<file path="src/rtl/scan_index_seq.sv">
// -----------------------------------------------------------------------------
// scan_index_seq
//   Timed 3-bit index sequencer that feeds a 3-to-8 one-hot decoder.
//   The index advances once every PRESCALE enabled clocks, either up or down,
//   and wraps around. A synchronous load sets an arbitrary start index.
//   step_pulse and wrap_pulse mark each advance for downstream logic.
//
// Optional feature macro: SCAN_BOUNCE_EN
//   When defined, the bounce input is live: with bounce=1 the index ping-pongs
//   0..7..0 using an internal direction flop, and dir is ignored.
//   When undefined, bounce is accepted but has no effect.
//
// Parameters
//   PRESCALE   enabled clocks per index step (1..255)
//   PRE_W      prescaler counter width; must hold PRESCALE-1
//
// Ports
//   clk         in   1  clock, all state updates on the rising edge
//   rst_n       in   1  asynchronous active-low reset
//   en          in   1  1 = prescaler counts and the index may step, 0 = freeze
//   dir         in   1  0 = count up, 1 = count down
//   load        in   1  synchronous load strobe (takes priority over en)
//   load_val    in   3  index loaded when load=1
//   bounce      in   1  ping-pong mode select (SCAN_BOUNCE_EN builds only)
//   Sel_out     out  3  current index, registered; drives decoder Data_in
//   step_pulse  out  1  high for the cycle Sel_out shows a newly stepped value
//   wrap_pulse  out  1  high on 7->0 / 0->7 wraps, or on bounce turn-arounds
// -----------------------------------------------------------------------------
module scan_index_seq #(
    parameter int unsigned PRESCALE = 4,
    parameter int unsigned PRE_W    = 8
) (
    input  logic       clk,
    input  logic       rst_n,
    input  logic       en,
    input  logic       dir,
    input  logic       load,
    input  logic [2:0] load_val,
    input  logic       bounce,
    output logic [2:0] Sel_out,
    output logic       step_pulse,
    output logic       wrap_pulse
);

    localparam logic [PRE_W-1:0] LP_LAST = PRE_W'(PRESCALE - 1);
    localparam logic [PRE_W-1:0] LP_ONE  = PRE_W'(1);

    logic [PRE_W-1:0] r_pre_cnt;
    logic [2:0]       r_sel;
    logic             r_step;
    logic             r_wrap;

    logic             w_tick;
    logic [2:0]       w_next_sel;
    logic             w_next_wrap;

    // The tick is the last enabled cycle of a prescale period; the index
    // changes on that edge so the new value appears together with step_pulse.
    assign w_tick = (r_pre_cnt == LP_LAST);

`ifdef SCAN_BOUNCE_EN
    // Ping-pong direction: 0 = up, 1 = down.
    logic r_bdir;
    logic w_next_bdir;

    always_comb begin
        w_next_sel  = r_sel;
        w_next_wrap = 1'b0;
        w_next_bdir = r_bdir;
        if (bounce) begin
            if (!r_bdir && (r_sel == 3'd7)) begin
                // Turn around at the top end instead of wrapping.
                w_next_sel  = 3'd6;
                w_next_bdir = 1'b1;
                w_next_wrap = 1'b1;
            end else if (r_bdir && (r_sel == 3'd0)) begin
                w_next_sel  = 3'd1;
                w_next_bdir = 1'b0;
                w_next_wrap = 1'b1;
            end else if (r_bdir) begin
                w_next_sel = r_sel - 3'd1;
            end else begin
                w_next_sel = r_sel + 3'd1;
            end
        end else if (dir) begin
            w_next_sel  = r_sel - 3'd1;
            w_next_wrap = (r_sel == 3'd0);
        end else begin
            w_next_sel  = r_sel + 3'd1;
            w_next_wrap = (r_sel == 3'd7);
        end
    end

    always_ff @(posedge clk or negedge rst_n) begin
        if (!rst_n) begin
            r_bdir <= 1'b0;
        end else if (load) begin
            r_bdir <= 1'b0;
        end else if (en && w_tick) begin
            r_bdir <= w_next_bdir;
        end
    end
`else
    // Bounce mode is not built; the port is kept so both builds share a pinout.
    logic w_unused_bounce;
    assign w_unused_bounce = bounce;

    always_comb begin
        w_next_sel  = r_sel;
        w_next_wrap = 1'b0;
        if (dir) begin
            w_next_sel  = r_sel - 3'd1;
            w_next_wrap = (r_sel == 3'd0);
        end else begin
            w_next_sel  = r_sel + 3'd1;
            w_next_wrap = (r_sel == 3'd7);
        end
    end
`endif

    always_ff @(posedge clk or negedge rst_n) begin
        if (!rst_n) begin
            r_pre_cnt <= '0;
            r_sel     <= 3'd0;
            r_step    <= 1'b0;
            r_wrap    <= 1'b0;
        end else if (load) begin
            // Load restarts the prescale period so the first step from the
            // loaded value lands a full PRESCALE enabled cycles later.
            r_pre_cnt <= '0;
            r_sel     <= load_val;
            r_step    <= 1'b0;
            r_wrap    <= 1'b0;
        end else if (en) begin
            if (w_tick) begin
                r_pre_cnt <= '0;
                r_sel     <= w_next_sel;
                r_step    <= 1'b1;
                r_wrap    <= w_next_wrap;
            end else begin
                r_pre_cnt <= r_pre_cnt + LP_ONE;
                r_step    <= 1'b0;
                r_wrap    <= 1'b0;
            end
        end else begin
            // Frozen: the count and index hold so no tick is lost or added.
            r_step <= 1'b0;
            r_wrap <= 1'b0;
        end
    end

    assign Sel_out    = r_sel;
    assign step_pulse = r_step;
    assign wrap_pulse = r_wrap;

endmodule

</file>
<file path="config.mk">
export PLATFORM = sky130hd
export DESIGN_NAME = scan_index_seq
export DESIGN_NICKNAME = d
export VERILOG_FILES = /design/src/rtl/scan_index_seq.sv
export SDC_FILE = /design/constraint.sdc
export NUM_CORES = 1
export LEC_CHECK = 0
export BUFFER_PORTS_ARGS = -buffer_cell sky130_fd_sc_hd__buf_2
export CAP_MARGIN = 20
export CORE_UTILIZATION = 30
export DETAILED_ROUTE_END_ITERATION = 8
export HOLD_SLACK_MARGIN = 0.03
export RECOVER_POWER = 25
export SYNTH_ARGS = -nofsm -noshare
export SYNTH_HDL_FRONTEND = slang
export SYNTH_SLANG_ARGS = --single-unit
</file>
<file path="constraint.sdc">
create_clock -name clk -period 2.85 [get_ports clk]
set_input_delay 0.285 -clock clk [delete_from_list [all_inputs] [get_ports clk]]
set_output_delay 0.285 -clock clk [all_outputs]
set_load 0.05 [all_outputs]
</file>
# [Word level (Yosys, flattened, before mapping)]
# Index checks and enable logic that the tools add are counted.
[totals] register_bits=13 inputBits=9 output_inout_bits=5 word_cells=27
[op_classes] muxes=14 reduce_logical=4 n_addsub=3 eq_ne=2
[ops] cell="two-way mux 8 bit" count=3
[ops] cell="two-way mux 3 bit" count=4
[ops] cell="adder 8 x 1 -> 8 bit (second input constant)" count=1
[ops] cell="== test 8 x 2 -> 1 bit (second input constant)" count=1
[ops] cell="two-way mux 1 bit" count=7
[ops] cell="nonzero test 2 bit" count=2
[ops] cell="adder 3 x 1 -> 3 bit (second input constant)" count=1
[ops] cell="== test 3 bit (second input constant)" count=1
[ops] cell="zero test 3 bit" count=1
[ops] cell="subtractor 3 x 1 -> 3 bit (second input constant)" count=1
[ops] cell="AND reduction 2 bit" count=1

# [Longest topological paths before layout]
[depth] ltp_word=5 ltp_mapped=5 ltp_nobuf=5

# [Worst setup path after synthesis]
# No wires, ideal clock.
[synth_timing] path_kind="register -> register" from="register r_sel[0], in the netlist Sel_out[0]" to="register r_sel[2], in the netlist Sel_out[2]" path_buffers=0 t_arrival_ns=1.893 path_slack_ns=0.875 path_stages_with_launch=6 setup_ns=0.082 period_less_slack_ns=1.975 t_required_ns=2.768 cell_sequence="dfrtp_1 inv_1 fa_1 xor2_1 or4_1 a31oi_1"
[synth_via] elab_chain_len=5 word_cells_on_any_way=6 cone_classes="2 x add/sub; 4 x mux"
[synth_rtl] element="start: declaration" line_no="49" rtl="logic [2:0] r_sel;"
[synth_rtl] element="start signal: assignment" line_no="131" rtl="r_sel <= load_val;"
[synth_rtl] element="start signal: assignment" line_no="137" rtl="r_sel <= w_next_sel;"
[synth_rtl] element="adder 3 x 1 -> 3 bit or subtractor 3 x 1 -> 3 bit (tied branches)" line_no="115, 112"
[synth_rtl] element="two-way mux 3 bit (*)" line_no="111" rtl="if (dir) begin"
[synth_rtl] element="two-way mux 3 bit (*)" line_no="135" rtl="if (w_tick) begin"
[synth_rtl] element="two-way mux 3 bit (*)" line_no="134" rtl="end else if (en) begin"
[synth_rtl] element="two-way mux 3 bit (*)" line_no="127" rtl="end else if (load) begin"
# Mark *: on every way between the ends. The rest lies on a longest branch, timed or not. The select of a mux whose other input is x is not followed.
# A chain may end at the register's enable or synchronous reset.

# [Final worst setup path]
[layout_timing] from="register r_pre_cnt[3]" to="register r_sel[2], in the netlist Sel_out[2]"
[layout_via] elab_chain_len=3
[layout_rtl] element="start: declaration" line_no="48" rtl="logic [PRE_W-1:0] r_pre_cnt;"
[layout_rtl] element="start signal: assignment" line_no="141" rtl="r_pre_cnt <= r_pre_cnt + LP_ONE;"
[layout_rtl] element="== test 8 x 2 -> 1 bit" line_no="59" rtl="assign w_tick = (r_pre_cnt == LP_LAST);"
[layout_rtl] element="nonzero test 2 bit (no source line)"
[layout_rtl] element="AND reduction 2 bit (no source line)"
# Every way passes these cells.

==> flow_summary.toml <==
[outcome]
outcome = "finished, final reports clean"

[global_route]
grt_pass1_vias = 537
grt.total_usage_pct = 12.3
grt_max_degree = 14
grt_pass1_wl_mm = 2.31
antenna_found_initial = 0
grt_overflow = 0

[cells_and_area]
syn2layout_area_growth_pct = 17.1
layout.nets = 95
multiInputGateArea_um2 = 327
nFillCells = 216
antenna_cells = 0
utilization_pct = 39.0
seqCellArea_um2 = 325
layout-drive-gt1-share_pct = 18.3

[critical_path]
critPathKind = "reg -> reg"
path_cells = "or4_1 > or4_1 > a31oi_1"
cp_max_fo = 6
cp_slowest_cell = "or4_1"
r2r-end = "Sel_out[2]"
path_common_cell = "or4_1"
r2r-start = "r_pre_cnt[3]"
rr_worst_depth = 3
crit_arrival_ns = 2.05
cp-endpoint = "Sel_out[2]"
cp-end-kind = "register"
cp-start-kind = "register"
reg2reg_slack_ns = 1.0
required_ns = 3.05
startpoint = "r_pre_cnt[3]"
critPathMaxStageDelay_ns = 0.64

[floorplan]
core_um2 = 2040
die_w_um = 49.6
initial_utilization_pct = 33.3
placementRows = 16
die_h_um = 49.6
dieArea_um2 = 2460
num_io_pins = 14

[clock_tree]
cts_tree = "yes"
clock_tree.buffer_depth = 2
htreeDepth = 1
cts_resized = 0
path_clk_slew_ns = 0.08
cts_root_buffer = "clkbuf_4"
clock_sinks = 13
numCtsBuffers = 3
clock_latency_ns = 0.28

[place]
hpwlAfterDp_um = 925
place_congestion = 0.736
port_buffers = 12

[detailed_routing]
postRouteAntennaNets = 0
vias_per_cell = 5.12
routed_wirelength_mm = 1.29
drtIter0Drc = 21
num_vias = 558
post_drt_wl_per_cell_um = 11.8
route.detailed.drc = 0
drtPass1Iterations = 4

[synthesis]
synth.most_common_cell = "dfrtp_1"
synth_async_sr_flop_share_pct = 100
synth_ff_type = "dfrtp_1"
yosysTopAreaCell = "dfrtp_1"
synth_common_cells = "13 x dfrtp_1, 9 x nor2_1, 5 x nand2_1, 4 x inv_1, 4 x xor2_1"
synth_top_area_share_pct = 47.9
synth-seq-cells = 13
synthCells = 68
syn_area_per_cell_um2 = 9.99
synth_cell_types = 27
synth_edf_count = 0
yosys_warnings = 0
synth_nets = 80
ys_seq_area_share_pct = 47.9
synth.top_cells.by_area = "dfrtp_1 48%, xor2_1 5.2%, nor2_1 5.0%, ha_1 3.7%, or4_1 3.3%"
syn_area_um2 = 679

[min_path]
hp-class = "in -> reg"

[pwr]
leakage_nw = 0.365
vdd_drop_max_uv = 339
powerDensity_nw_per_um2 = 474

[timing]
tightestPinTransition_ns = 0.715
rsz0062_at_grt = "no"
relSlewSlack_pct = 52.3
setup_viol = 0
finalCritPeriodShare_pct = 64.9
slew_violations = 0
period_needed_ns = 1.85
finalClockSkew_ns = 0.00272
fmax_mhz = 540
hold_viol = 0
fin_setup_tns_ns = 0

[flow_run]
maxCapViolations = 0
==> sequential cells by signal, summed over array words and instances (netlist names) <==
register    flops
r_pre_cnt       8
Sel_out         3
step_pulse      1
wrap_pulse      1
==> worst max-delay path: cells and delay by family (launching register included) <==
family,cells,cell delay [ns]
flops,1,0.42
compound gates,1,0.18
simple gates,2,1.18
==> how the worst min path moves through the flow <==
stage,depth (start not counted),start,slack [ns],to
floorplan,0,rst_n,-0.01,Sel_out[0]
global placement,1,rst_n,0.19,step_pulse
detailed placement,1,rst_n,0.19,step_pulse
CTS,3,load_val[1],0.23,Sel_out[1]
global route,3,load_val[1],0.24,Sel_out[1]
finish,3,load_val[1],0.24,Sel_out[1]
==> cell families (layout without fill, tap and decap cells) <==
group                    after synthesis  count (layout)  synth area share (%)
AND/OR/NAND/NOR                       24              24                  18.6
adder cells (fa/ha/maj)                3               3                  6.63
XOR/XNOR                               5               5                  6.45
multiplexers                           1               1                  1.47
AO/OA/AOI/OAI                         15              15                  14.9
buffers and inverters                  7              21                  4.05
flip-flops                            13              13                  47.9
==> area by class of cell <==
cell class                      count  area share, %
Tap cell                           27           4.25
Sequential cell                    13           40.9
Clock buffer                        4           3.30
Multi-Input combinational cell     48           41.0
Timing Repair Buffer               13           8.65
Inverter                            4           1.89
==> cell usage in the layout (no fill, tap or decap), types with 2 or more instances in the layout <==
cell       Yosys  routed
or3_1          2       2
a21oi_1        3       3
clkbuf_1       2       2
a31oi_1        2       2
clkbuf_4       0       3
buf_2          0      11
nand2_1        5       5
nor2_1         9       9
inv_1          4       4
dfrtp_1       13      13
o31ai_1        2       2
or4_1          3       3
o2111ai_1      2       2
ha_1           2       2
xor2_1         4       4
o21ai_0        2       2
==> metrics by stage <==
step / std cells / hold WS, ns / total power [mW] / setup WS, ns / area [um2]
4_1_cts: 109 / 0.231 / 0.384 / 1.00 / 797
5_1_grt: 109 / 0.239 / 0.399 / 0.934 / 796
3_3_place_gp: 104 / 0.189 / 0.262 / 1.02 / 761
6_report: 109 / 0.240 / 0.377 / 0.999 / 796
2_1_floorplan: 68 / -0.0106 / 0.244 / 0.875 / 679
3_5_place_dp: 104 / 0.188 / 0.264 / 1.03 / 761
==> report_power, final <==
part           internal (mW)  switching [mW]
logic                 0.0203          0.0407
clock network         0.0543          0.0619
registers              0.192         0.00831
==> timing repair <==
item                       CTS  global route
hold endpoints to repair    13             0
setup endpoints to repair    0             0
buffers inserted             0             0
hold buffers                 1             0
==> layer usage <==
metal	up-vias	part of all wire, %	global-route usage, %
met5	-	0	0
li1	275	-	-
met3	0	7.3	4.94
met2	18	45	19.4
met4	0	0	2.86
met1	265	48	15.6
(Power assumes the default switching activity.)
